File: src/rtl/tpu_cfg_writer_if.sv
`default_nettype none
// ============================================================================
// Module      : tpu_cfg_writer_if
// Description : TPU register-write bus (addr / data / valid strobe).
//               The master drives single-cycle writes; the slave (TPU) only
//               observes them, there is no backpressure.
// Revision    : 1.0 - initial release
// ============================================================================
interface tpu_cfg_writer_if;
  logic [7:0] addr;
  logic [7:0] data_out;
  logic       valid;

  modport master (output addr, output data_out, output valid);
  modport slave  (input  addr, input  data_out, input  valid);
endinterface
`default_nettype wire

File: src/rtl/tpu_cfg_writer.sv
`default_nettype none
// ============================================================================
// Module      : tpu_cfg_writer
// Description : Latches a full TPU configuration on start and replays it as a
//               fixed sequence of single-cycle register writes:
//               TX_SLOT, RX_SLOT, TIMER_LO, TIMER_HI, CTRL (CTRL last so the
//               TPU enables see a consistent configuration). Each write is
//               followed by GAP_CYCLES idle cycles.
//               Optional feature macro: TPU_CFG_MASK_EN adds cfg_mask[4:0]
//               ([0]=CTRL [1]=TX [2]=RX [3]=TLO [4]=THI) to skip writes.
// Revision    : 1.0 - initial release
// ============================================================================
module tpu_cfg_writer #(
  parameter logic [7:0] BASE_ADDR  = 8'h20,
  parameter int         GAP_CYCLES = 2
) (
  input  wire logic        SYS_CLK,
  input  wire logic        RST,
  input  wire logic        start,
  input  wire logic [7:0]  cfg_ctrl,
  input  wire logic [7:0]  cfg_tx_slot,
  input  wire logic [7:0]  cfg_rx_slot,
  input  wire logic [15:0] cfg_timer,
`ifdef TPU_CFG_MASK_EN
  input  wire logic [4:0]  cfg_mask,
`endif
  tpu_cfg_writer_if.master tpu,
  output logic             busy,
  output logic             done
);

  // Gap length as a counter-width constant (legal range 0..15).
  localparam logic [3:0] c_gap = 4'(GAP_CYCLES);

  // Write slots are held in replay order: 0=TX 1=RX 2=TLO 3=THI 4=CTRL.
  localparam logic [2:0] c_slot_tx  = 3'd0;
  localparam logic [2:0] c_slot_rx  = 3'd1;
  localparam logic [2:0] c_slot_tlo = 3'd2;
  localparam logic [2:0] c_slot_thi = 3'd3;

  typedef enum logic [1:0] {
    S_IDLE  = 2'd0,
    S_WRITE = 2'd1,
    S_GAP   = 2'd2,
    S_DONE  = 2'd3
  } state_t;

  state_t      r_state;
  state_t      w_state_nxt;

  logic [4:0]  r_pend;        // writes still outstanding, replay order
  logic [3:0]  r_gap_cnt;
  logic [7:0]  r_ctrl;
  logic [7:0]  r_tx;
  logic [7:0]  r_rx;
  logic [15:0] r_timer;

  logic [7:0]  r_addr;
  logic [7:0]  r_data;
  logic        r_valid;
  logic        r_busy;
  logic        r_done;

  logic [4:0]  w_start_pend;
  logic [4:0]  w_src_pend;
  logic [7:0]  w_src_ctrl;
  logic [7:0]  w_src_tx;
  logic [7:0]  w_src_rx;
  logic [15:0] w_src_timer;
  logic [2:0]  w_sel;
  logic [4:0]  w_sel_oh;
  logic        w_have;
  logic [7:0]  w_wr_addr;
  logic [7:0]  w_wr_data;
  logic        w_issue;
  logic        w_accept;
  logic [3:0]  w_gap_nxt;

`ifdef TPU_CFG_MASK_EN
  // Reorder the host mask from register order into replay order.
  assign w_start_pend = {cfg_mask[0], cfg_mask[4:1]};
`else
  assign w_start_pend = 5'b11111;
`endif

  // In IDLE the first write is issued on the same edge that latches the
  // configuration, so the live inputs stand in for the latched copies.
  assign w_accept    = (r_state == S_IDLE) && start;
  assign w_src_pend  = (r_state == S_IDLE) ? w_start_pend : r_pend;
  assign w_src_ctrl  = (r_state == S_IDLE) ? cfg_ctrl     : r_ctrl;
  assign w_src_tx    = (r_state == S_IDLE) ? cfg_tx_slot  : r_tx;
  assign w_src_rx    = (r_state == S_IDLE) ? cfg_rx_slot  : r_rx;
  assign w_src_timer = (r_state == S_IDLE) ? cfg_timer    : r_timer;
  assign w_have      = |w_src_pend;
  assign w_sel_oh    = 5'b00001 << w_sel;

  // Pick the earliest outstanding write in replay order.
  always_comb begin
    w_sel = 3'd0;
    for (int i = 4; i >= 0; i--) begin
      if (w_src_pend[i]) begin
        w_sel = 3'(i);
      end
    end
  end

  // Address and data for the selected write slot.
  always_comb begin
    w_wr_addr = BASE_ADDR;
    w_wr_data = w_src_ctrl;
    case (w_sel)
      c_slot_tx: begin
        w_wr_addr = BASE_ADDR + 8'd1;
        w_wr_data = w_src_tx;
      end
      c_slot_rx: begin
        w_wr_addr = BASE_ADDR + 8'd2;
        w_wr_data = w_src_rx;
      end
      c_slot_tlo: begin
        w_wr_addr = BASE_ADDR + 8'd3;
        w_wr_data = w_src_timer[7:0];
      end
      c_slot_thi: begin
        w_wr_addr = BASE_ADDR + 8'd4;
        w_wr_data = w_src_timer[15:8];
      end
      default: begin
        w_wr_addr = BASE_ADDR;
        w_wr_data = w_src_ctrl;
      end
    endcase
  end

  // Next-state logic; w_issue marks the edge on which a write pulse starts.
  always_comb begin
    w_state_nxt = r_state;
    w_issue     = 1'b0;
    w_gap_nxt   = r_gap_cnt;
    case (r_state)
      S_IDLE: begin
        if (start) begin
          if (w_have) begin
            w_issue     = 1'b1;
            w_state_nxt = S_WRITE;
          end else begin
            w_state_nxt = S_DONE;
          end
        end
      end
      S_WRITE: begin
        if (c_gap != 4'd0) begin
          w_state_nxt = S_GAP;
          w_gap_nxt   = c_gap - 4'd1;
        end else if (w_have) begin
          w_issue     = 1'b1;
          w_state_nxt = S_WRITE;
        end else begin
          w_state_nxt = S_DONE;
        end
      end
      S_GAP: begin
        if (r_gap_cnt == 4'd0) begin
          if (w_have) begin
            w_issue     = 1'b1;
            w_state_nxt = S_WRITE;
          end else begin
            w_state_nxt = S_DONE;
          end
        end else begin
          w_gap_nxt = r_gap_cnt - 4'd1;
        end
      end
      S_DONE: begin
        w_state_nxt = S_IDLE;
      end
      default: begin
        w_state_nxt = S_IDLE;
      end
    endcase
  end

  // State register.
  always_ff @(posedge SYS_CLK or posedge RST) begin
    if (RST) begin
      r_state <= S_IDLE;
    end else begin
      r_state <= w_state_nxt;
    end
  end

  // Configuration latch, outstanding-write bookkeeping and gap counter.
  always_ff @(posedge SYS_CLK or posedge RST) begin
    if (RST) begin
      r_ctrl    <= 8'd0;
      r_tx      <= 8'd0;
      r_rx      <= 8'd0;
      r_timer   <= 16'd0;
      r_pend    <= 5'd0;
      r_gap_cnt <= 4'd0;
    end else begin
      if (w_accept) begin
        r_ctrl  <= cfg_ctrl;
        r_tx    <= cfg_tx_slot;
        r_rx    <= cfg_rx_slot;
        r_timer <= cfg_timer;
      end
      if (w_issue) begin
        r_pend <= w_src_pend & ~w_sel_oh;
      end else if (w_accept) begin
        r_pend <= w_src_pend;
      end
      r_gap_cnt <= w_gap_nxt;
    end
  end

  // Registered bus and status outputs; addr/data move only with a new pulse.
  always_ff @(posedge SYS_CLK or posedge RST) begin
    if (RST) begin
      r_addr  <= 8'd0;
      r_data  <= 8'd0;
      r_valid <= 1'b0;
      r_busy  <= 1'b0;
      r_done  <= 1'b0;
    end else begin
      r_valid <= w_issue;
      if (w_issue) begin
        r_addr <= w_wr_addr;
        r_data <= w_wr_data;
      end
      r_busy <= (w_state_nxt == S_WRITE) || (w_state_nxt == S_GAP);
      r_done <= (w_state_nxt == S_DONE);
    end
  end

  assign tpu.addr     = r_addr;
  assign tpu.data_out = r_data;
  assign tpu.valid    = r_valid;
  assign busy         = r_busy;
  assign done         = r_done;

endmodule
`default_nettype wire
File: src/flat_wrapper.sv
// flat-port wrapper written by rule: the top's interface ports become plain ports
module tpu_cfg_writer_flat 
#(
  parameter logic [7:0] BASE_ADDR  = 8'h20,
  parameter int         GAP_CYCLES = 2
)
  (SYS_CLK, RST, start, cfg_ctrl, cfg_tx_slot, cfg_rx_slot, cfg_timer, busy, done, tpu_addr, tpu_data_out, tpu_valid);
  tpu_cfg_writer_if tpu_i ();
  input  wire logic SYS_CLK;
  input  wire logic RST;
  input  wire logic start;
  input  wire logic [7:0] cfg_ctrl;
  input  wire logic [7:0] cfg_tx_slot;
  input  wire logic [7:0] cfg_rx_slot;
  input  wire logic [15:0] cfg_timer;
  output logic busy;
  output logic done;
  output wire logic [$bits(tpu_i.addr)-1:0] tpu_addr;
  output wire logic [$bits(tpu_i.data_out)-1:0] tpu_data_out;
  output wire logic [$bits(tpu_i.valid)-1:0] tpu_valid;
  assign tpu_addr = tpu_i.addr;
  assign tpu_data_out = tpu_i.data_out;
  assign tpu_valid = tpu_i.valid;
  tpu_cfg_writer #(.BASE_ADDR(BASE_ADDR), .GAP_CYCLES(GAP_CYCLES)) u_core (.SYS_CLK(SYS_CLK), .RST(RST), .start(start), .cfg_ctrl(cfg_ctrl), .cfg_tx_slot(cfg_tx_slot), .cfg_rx_slot(cfg_rx_slot), .cfg_timer(cfg_timer), .tpu(tpu_i), .busy(busy), .done(done));
endmodule
File: config.mk
export PLATFORM = sky130hd
export DESIGN_NAME = tpu_cfg_writer_flat
export DESIGN_NICKNAME = d
export VERILOG_FILES = /design/src/rtl/tpu_cfg_writer_if.sv /design/src/rtl/tpu_cfg_writer.sv /design/src/flat_wrapper.sv
export SDC_FILE = /design/constraint.sdc
export NUM_CORES = 1
export LEC_CHECK = 0
export BUFFER_PORTS_ARGS = -buffer_cell sky130_fd_sc_hd__clkbuf_2
export CORE_MARGIN = 4
export CORE_UTILIZATION = 59
export CTS_BUF_LIST = sky130_fd_sc_hd__clkbuf_16
export CTS_CLUSTER_SIZE = 8
export DETAILED_ROUTE_END_ITERATION = 6
export MAX_ROUTING_LAYER = met4
export PLACE_DENSITY = 0.85
export SETUP_SLACK_MARGIN = 0.15
export SYNTH_ARGS = -nofsm -noshare
export SYNTH_HDL_FRONTEND = slang
export SYNTH_SLANG_ARGS = --single-unit
File: constraint.sdc
create_clock -name SYS_CLK -period 4.55 [get_ports SYS_CLK]
set_clock_uncertainty 0.15 [all_clocks]
set_input_delay 0.91 -clock SYS_CLK [delete_from_list [all_inputs] [get_ports SYS_CLK]]
set_output_delay 0.91 -clock SYS_CLK [all_outputs]
set_load 0.01 [all_outputs]
# Yosys cells after proc, flatten, opt, wreduce, memory -nomap -nowiden
# Index checks and enable logic that the tools add are counted.
# word_totals
ff_bits	70
inputBits	43
output_inout_bits	19
wordCells	59
# classes
add_sub_neg	1
n_eq_ne	10
n_shift	1
mux	24
bitwise	2
reduce_logical	9
# ops
operator	n
8-bit case mux with 4 select lines	1
8-bit two-way mux	3
16-bit two-way mux	1
3-bit two-way mux	5
5-bit two-way mux	3
3-bit case mux with 4 select lines	1
2-bit == test, second input constant	4
2-bit case mux with 4 select lines	1
4-bit case mux with 2 select lines	1
3-bit by 2-bit == test with 1-bit output, second input constant	2
2-bit two-way mux	3
5-bit AND	1
5-bit inverter	1
5-bit OR reduction	1
1-bit by 3-bit << shifter with 5-bit output, first input constant	1
2-bit by 1-bit == test with 1-bit output, second input constant	2
4-bit logical NOT	1
4-bit two-way mux	1
2-bit nonzero test	2
4-bit by 1-bit subtractor with 4-bit output, second input constant	1
3-bit by 1-bit == test with 1-bit output, second input constant	1
3-bit logical NOT	1
1-bit two-way mux	3
2-bit logical NOT	1
other kinds (5)	5

# Logic depth before layout (Yosys ltp)
# depth
depth_word	11
depth_mapped	8

# Worst setup path after synthesis
# No wires, ideal clock.
# synth_timing
path_kind	input port to flip-flop
start	input start
end	register u_core.r_busy, in the netlist u_core.busy
setup_ns	0.126
t_arrival_ns	1.760
path_slack_ns	2.514
path_stages	5
n_path_buf	1
path_cell_list	nor2b_1 > o21ai_2 > inv_1 > buf_2 > ha_1
# synth_between
elab_chain_len	4
word_cells_on_any_way	5
# synth_rtl
item	line_no	rtl
start: declaration	flat_wrapper.sv:11	input wire logic start;
2-bit two-way mux *	tpu_cfg_writer.sv:142	if (start) begin
2-bit case mux with 4 select lines *	tpu_cfg_writer.sv:140	case (r_state)
via u_core.w_state_nxt[0]	tpu_cfg_writer.sv:49	state_t w_state_nxt;
2-bit by 1-bit == test with 1-bit output or 2-bit == test (tied branches)	tpu_cfg_writer.sv:231	r_busy <= (w_state_nxt == S_WRITE) || (w_state_nxt == S_GAP);
1-bit logical OR *	tpu_cfg_writer.sv:231	
end signal: assignment	tpu_cfg_writer.sv:231	
end: declaration	tpu_cfg_writer.sv:61	logic r_busy;
# Mark *: on every way through the listed nets, which the timed path passes. The rest lies on a longest branch.
# A chain may end at the register's enable or synchronous reset.

# Worst setup path after layout
# layout_timing
start	register u_core.r_state[0]
end	register u_core.r_rx[1]
# layout_between
elab_chain_len	2
# layout_rtl
item	line_no	rtl
start: declaration	tpu_cfg_writer.sv:48	state_t r_state;
start signal: assignment	tpu_cfg_writer.sv:188	r_state <= w_state_nxt;
2-bit logical NOT	tpu_cfg_writer.sv:88	assign w_accept = (r_state == S_IDLE) && start;
1-bit logical AND	tpu_cfg_writer.sv:88	
end signal: assignment	tpu_cfg_writer.sv:205	r_rx <= cfg_rx_slot;
end: declaration	tpu_cfg_writer.sv:55	logic [7:0] r_rx;
# No other way between the ends.

==> reports/results.txt <==
Outcome: finished clean
Worst slack, placed: 1970 ps
Routed WL per cell: 17.5 µm
Fin. max-slew vios: 0
Layout cells sized above 1: 38.6%
Yosys top cell by area: dfrtp_1
Die X: 80.4 µm
Final setup viols: 0
Initial core utilization: 60.5%
Mean Syn Cell Area: 11.8 µm²
Area Growth Syn to Fin: 17.2%
DRT iter0 DRCs: 163
First-pass GRT wire length: 11200 µm
Initial antenna violation count: 0
TritonCTS clock tree: yes
Clk pwr share: 24.0%
Rows: 26
Remaining antenna violation count after routing: 0
Sequential share of the synthesized area: 53.4%
Port Buffers: 57
Global router's overall resource usage: 23.8%
Distinct cells, synth: 47
Leading cell types by total area after synthesis: dfrtp_1 (53%), mux2_2 (14%), a21oi_1 (2.8%)
DR vias/cell: 5.95
Clock Root Buffer: clkbuf_16
Vias in the first global route: 2382
CP required: 4600 ps
Setup TNS: 0 ps
Hold path startpoint: u_core.tpu.addr[5]
Largest net degree at the start of global routing: 47
Clock tree sinks: 66
Crit-path max FO: 46
Seq pwr share: 42.8%
Switching part of the total: 34.6%
Seq cells post-synth: 66
Final wirelength: 6750 µm
Period minus WS final: 2600 ps
CTS H-tree lvls: 3
Worst-path clk slew: 50 ps
Post-DP HPWL: 4740 µm
Hold Path Class: flip-flop to flip-flop
Drt first pass iters: 4
TritonCTS buffer count: 9
Combinational Power Share: 33.3%
Slew @ Worst Pin: 1010 ps
RSZ-0062 raised after global routing: false
VDD IR max: 0.000377 V
WS Path Type: flip-flop to flip-flop
Gr ovfl total: 0
Peak Freq: 385 MHz
WP data arrival: 2650 ps
CP delay by family, top: simple AND/OR/NAND/NOR gates
FF-to-FF Start: u_core.r_state[0]
Syn Inst Count: 262
Relative slew slack: 32.8%
Yosys top cell area share: 53.4%
Max clock buf depth: 2
Final net count: 357
Overall power: 0.00265 W
Drt drc: 0
Power per Cell Area: 731 nW/µm²
Count leader, synth: dfrtp_1
Post-cts sizing count: 0
Hold Vio Cnt, Final: 0
Cell Area, Placed: 3350 µm²
Final Wtd Congestion: 0.810
Pint: 0.00173 W
Commonest cells post-synth: dfrtp_1 (66), mux2_2 (39), a21oi_1 (17)
Diode count: 0
Post-route cell area: 3620 µm²
Yosys Warn Count: 0
CTS Hold Buffers Added: 0
Max incr delay on CP: 890 ps
WP buf/inv: 0
Postcts setup bufs: 0
Worst Setup End Kind: flip-flop
Die footprint: 6460 µm²
Min Hold Slack: 315 ps
Maxcap violations: 0
Sw Pwr: 0.000917 W
Die H: 80.4 µm
CP Launch Point: u_core.r_state[0]
Post-synth ARST share: 100%
CP cell instances: nor2_2 > and2_2 > mux2_2
Setup WS post-layout: 1950 ps
Pleak: 1.60 nW
Clk_lat worst skew: 320 ps
Via count: 2296
Synthesized area: 3090 µm²
Final critical-path share of the clock period: 57.1%
Top FF cell, synth: dfrtp_1
Slowest-stage cell, CP: and2_2
IO Count: 62
Number of enable flip-flop cells after synthesis: 0
Crit start category: flip-flop
Core Area: 5110 µm²
layout make-up:
type | instances | area [µm²]
flip-flops and latches | 66 | 1650
fillers | 379 | 1480
multi-input cells | 168 | 1280
repair buffers | 58 | 293
clock buffers | 9 | 225
well taps | 70 | 87.6
clock inverters | 6 | 50.0
inverters | 9 | 33.8
cell families (layout without fill, tap and decap cells):
| kind of cell | Yosys count | in the layout | synth area share (%) |
|---|---|---|---|
| muxes | 41 | 41 | 14.9 |
| DFF | 66 | 66 | 53.4 |
| other | 1 | 4 | 0.121 |
| AOI/OAI and AO/OA | 63 | 63 | 14.9 |
| adders and majority gates | 2 | 2 | 0.810 |
| and+or+nand+nor | 58 | 58 | 10.4 |
| buffers and inverters | 31 | 82 | 5.47 |
layout by cell type, fill, tap and decap left out, drive strengths merged, types with 4 or more instances in the layout:
cell    count
conb        4
a211oi      7
o21ai      13
clkinv      4
a32o        8
clkbuf     66
dfrtp      66
nor2       16
inv        10
nor3       11
o311ai      7
nand2      14
a21oi      17
mux2       39
registers in the layout, summed over array words and instances, names as in the netlist:
signal               cells
u_core.busy              1
u_core.done              1
u_core.r_ctrl            8
u_core.r_gap_cnt         4
u_core.r_pend            5
u_core.r_rx              8
u_core.r_state           2
u_core.r_timer          16
u_core.r_tx              8
u_core.tpu.addr          4
u_core.tpu.data_out      8
u_core.tpu.valid         1
stage by stage:
stage	utilization, %	instances
2_1_floorplan	-	265
3_3_place_gp	65.6	371
3_5_place_dp	65.6	371
4_1_cts	70.9	386
5_1_grt	70.9	386
6_report	70.9	386
power by group through the flow:
stage | sequential [W] | combinational (W) | clock, W
floorplan | 0.00101 | 0.000773 | 0
global placement | 0.00112 | 0.000839 | 0
detailed placement | 0.00113 | 0.000881 | 0
CTS | 0.00113 | 0.000886 | 0.000642
global route | 0.00117 | 0.000979 | 0.000670
finish | 0.00113 | 0.000882 | 0.000635
path summary, 6_finish.rpt:
kind / to / cells after the start / slack (ps)
max reg2reg: u_core.r_rx[1] / 3 / 1950
min: u_core.tpu.addr[5] / 1 / 310
min in group asynchronous: u_core.r_timer[7] / 2 / 590
max: u_core.r_rx[1] / 3 / 1950
max in group asynchronous: u_core.tpu.data_out[5] / 3 / 2810
min reg2reg: u_core.tpu.addr[5] / 1 / 310
metal layers:
layer	vias to the layer above	wire [µm]	track usage, %
li1	1053	-	-
met1	1123	2680	28.9
met2	93	3410	38.6
met3	27	386	3.48
met4	0	275	12.5
met5	-	0	-
worst reg2reg max path, cell delays in order, from the launching register on:
cell and delay [ps]:
dfrtp_1 570, nor2_2 410, and2_2 890, mux2_2 450
Note: power is estimated with default switching activity, not from simulation.
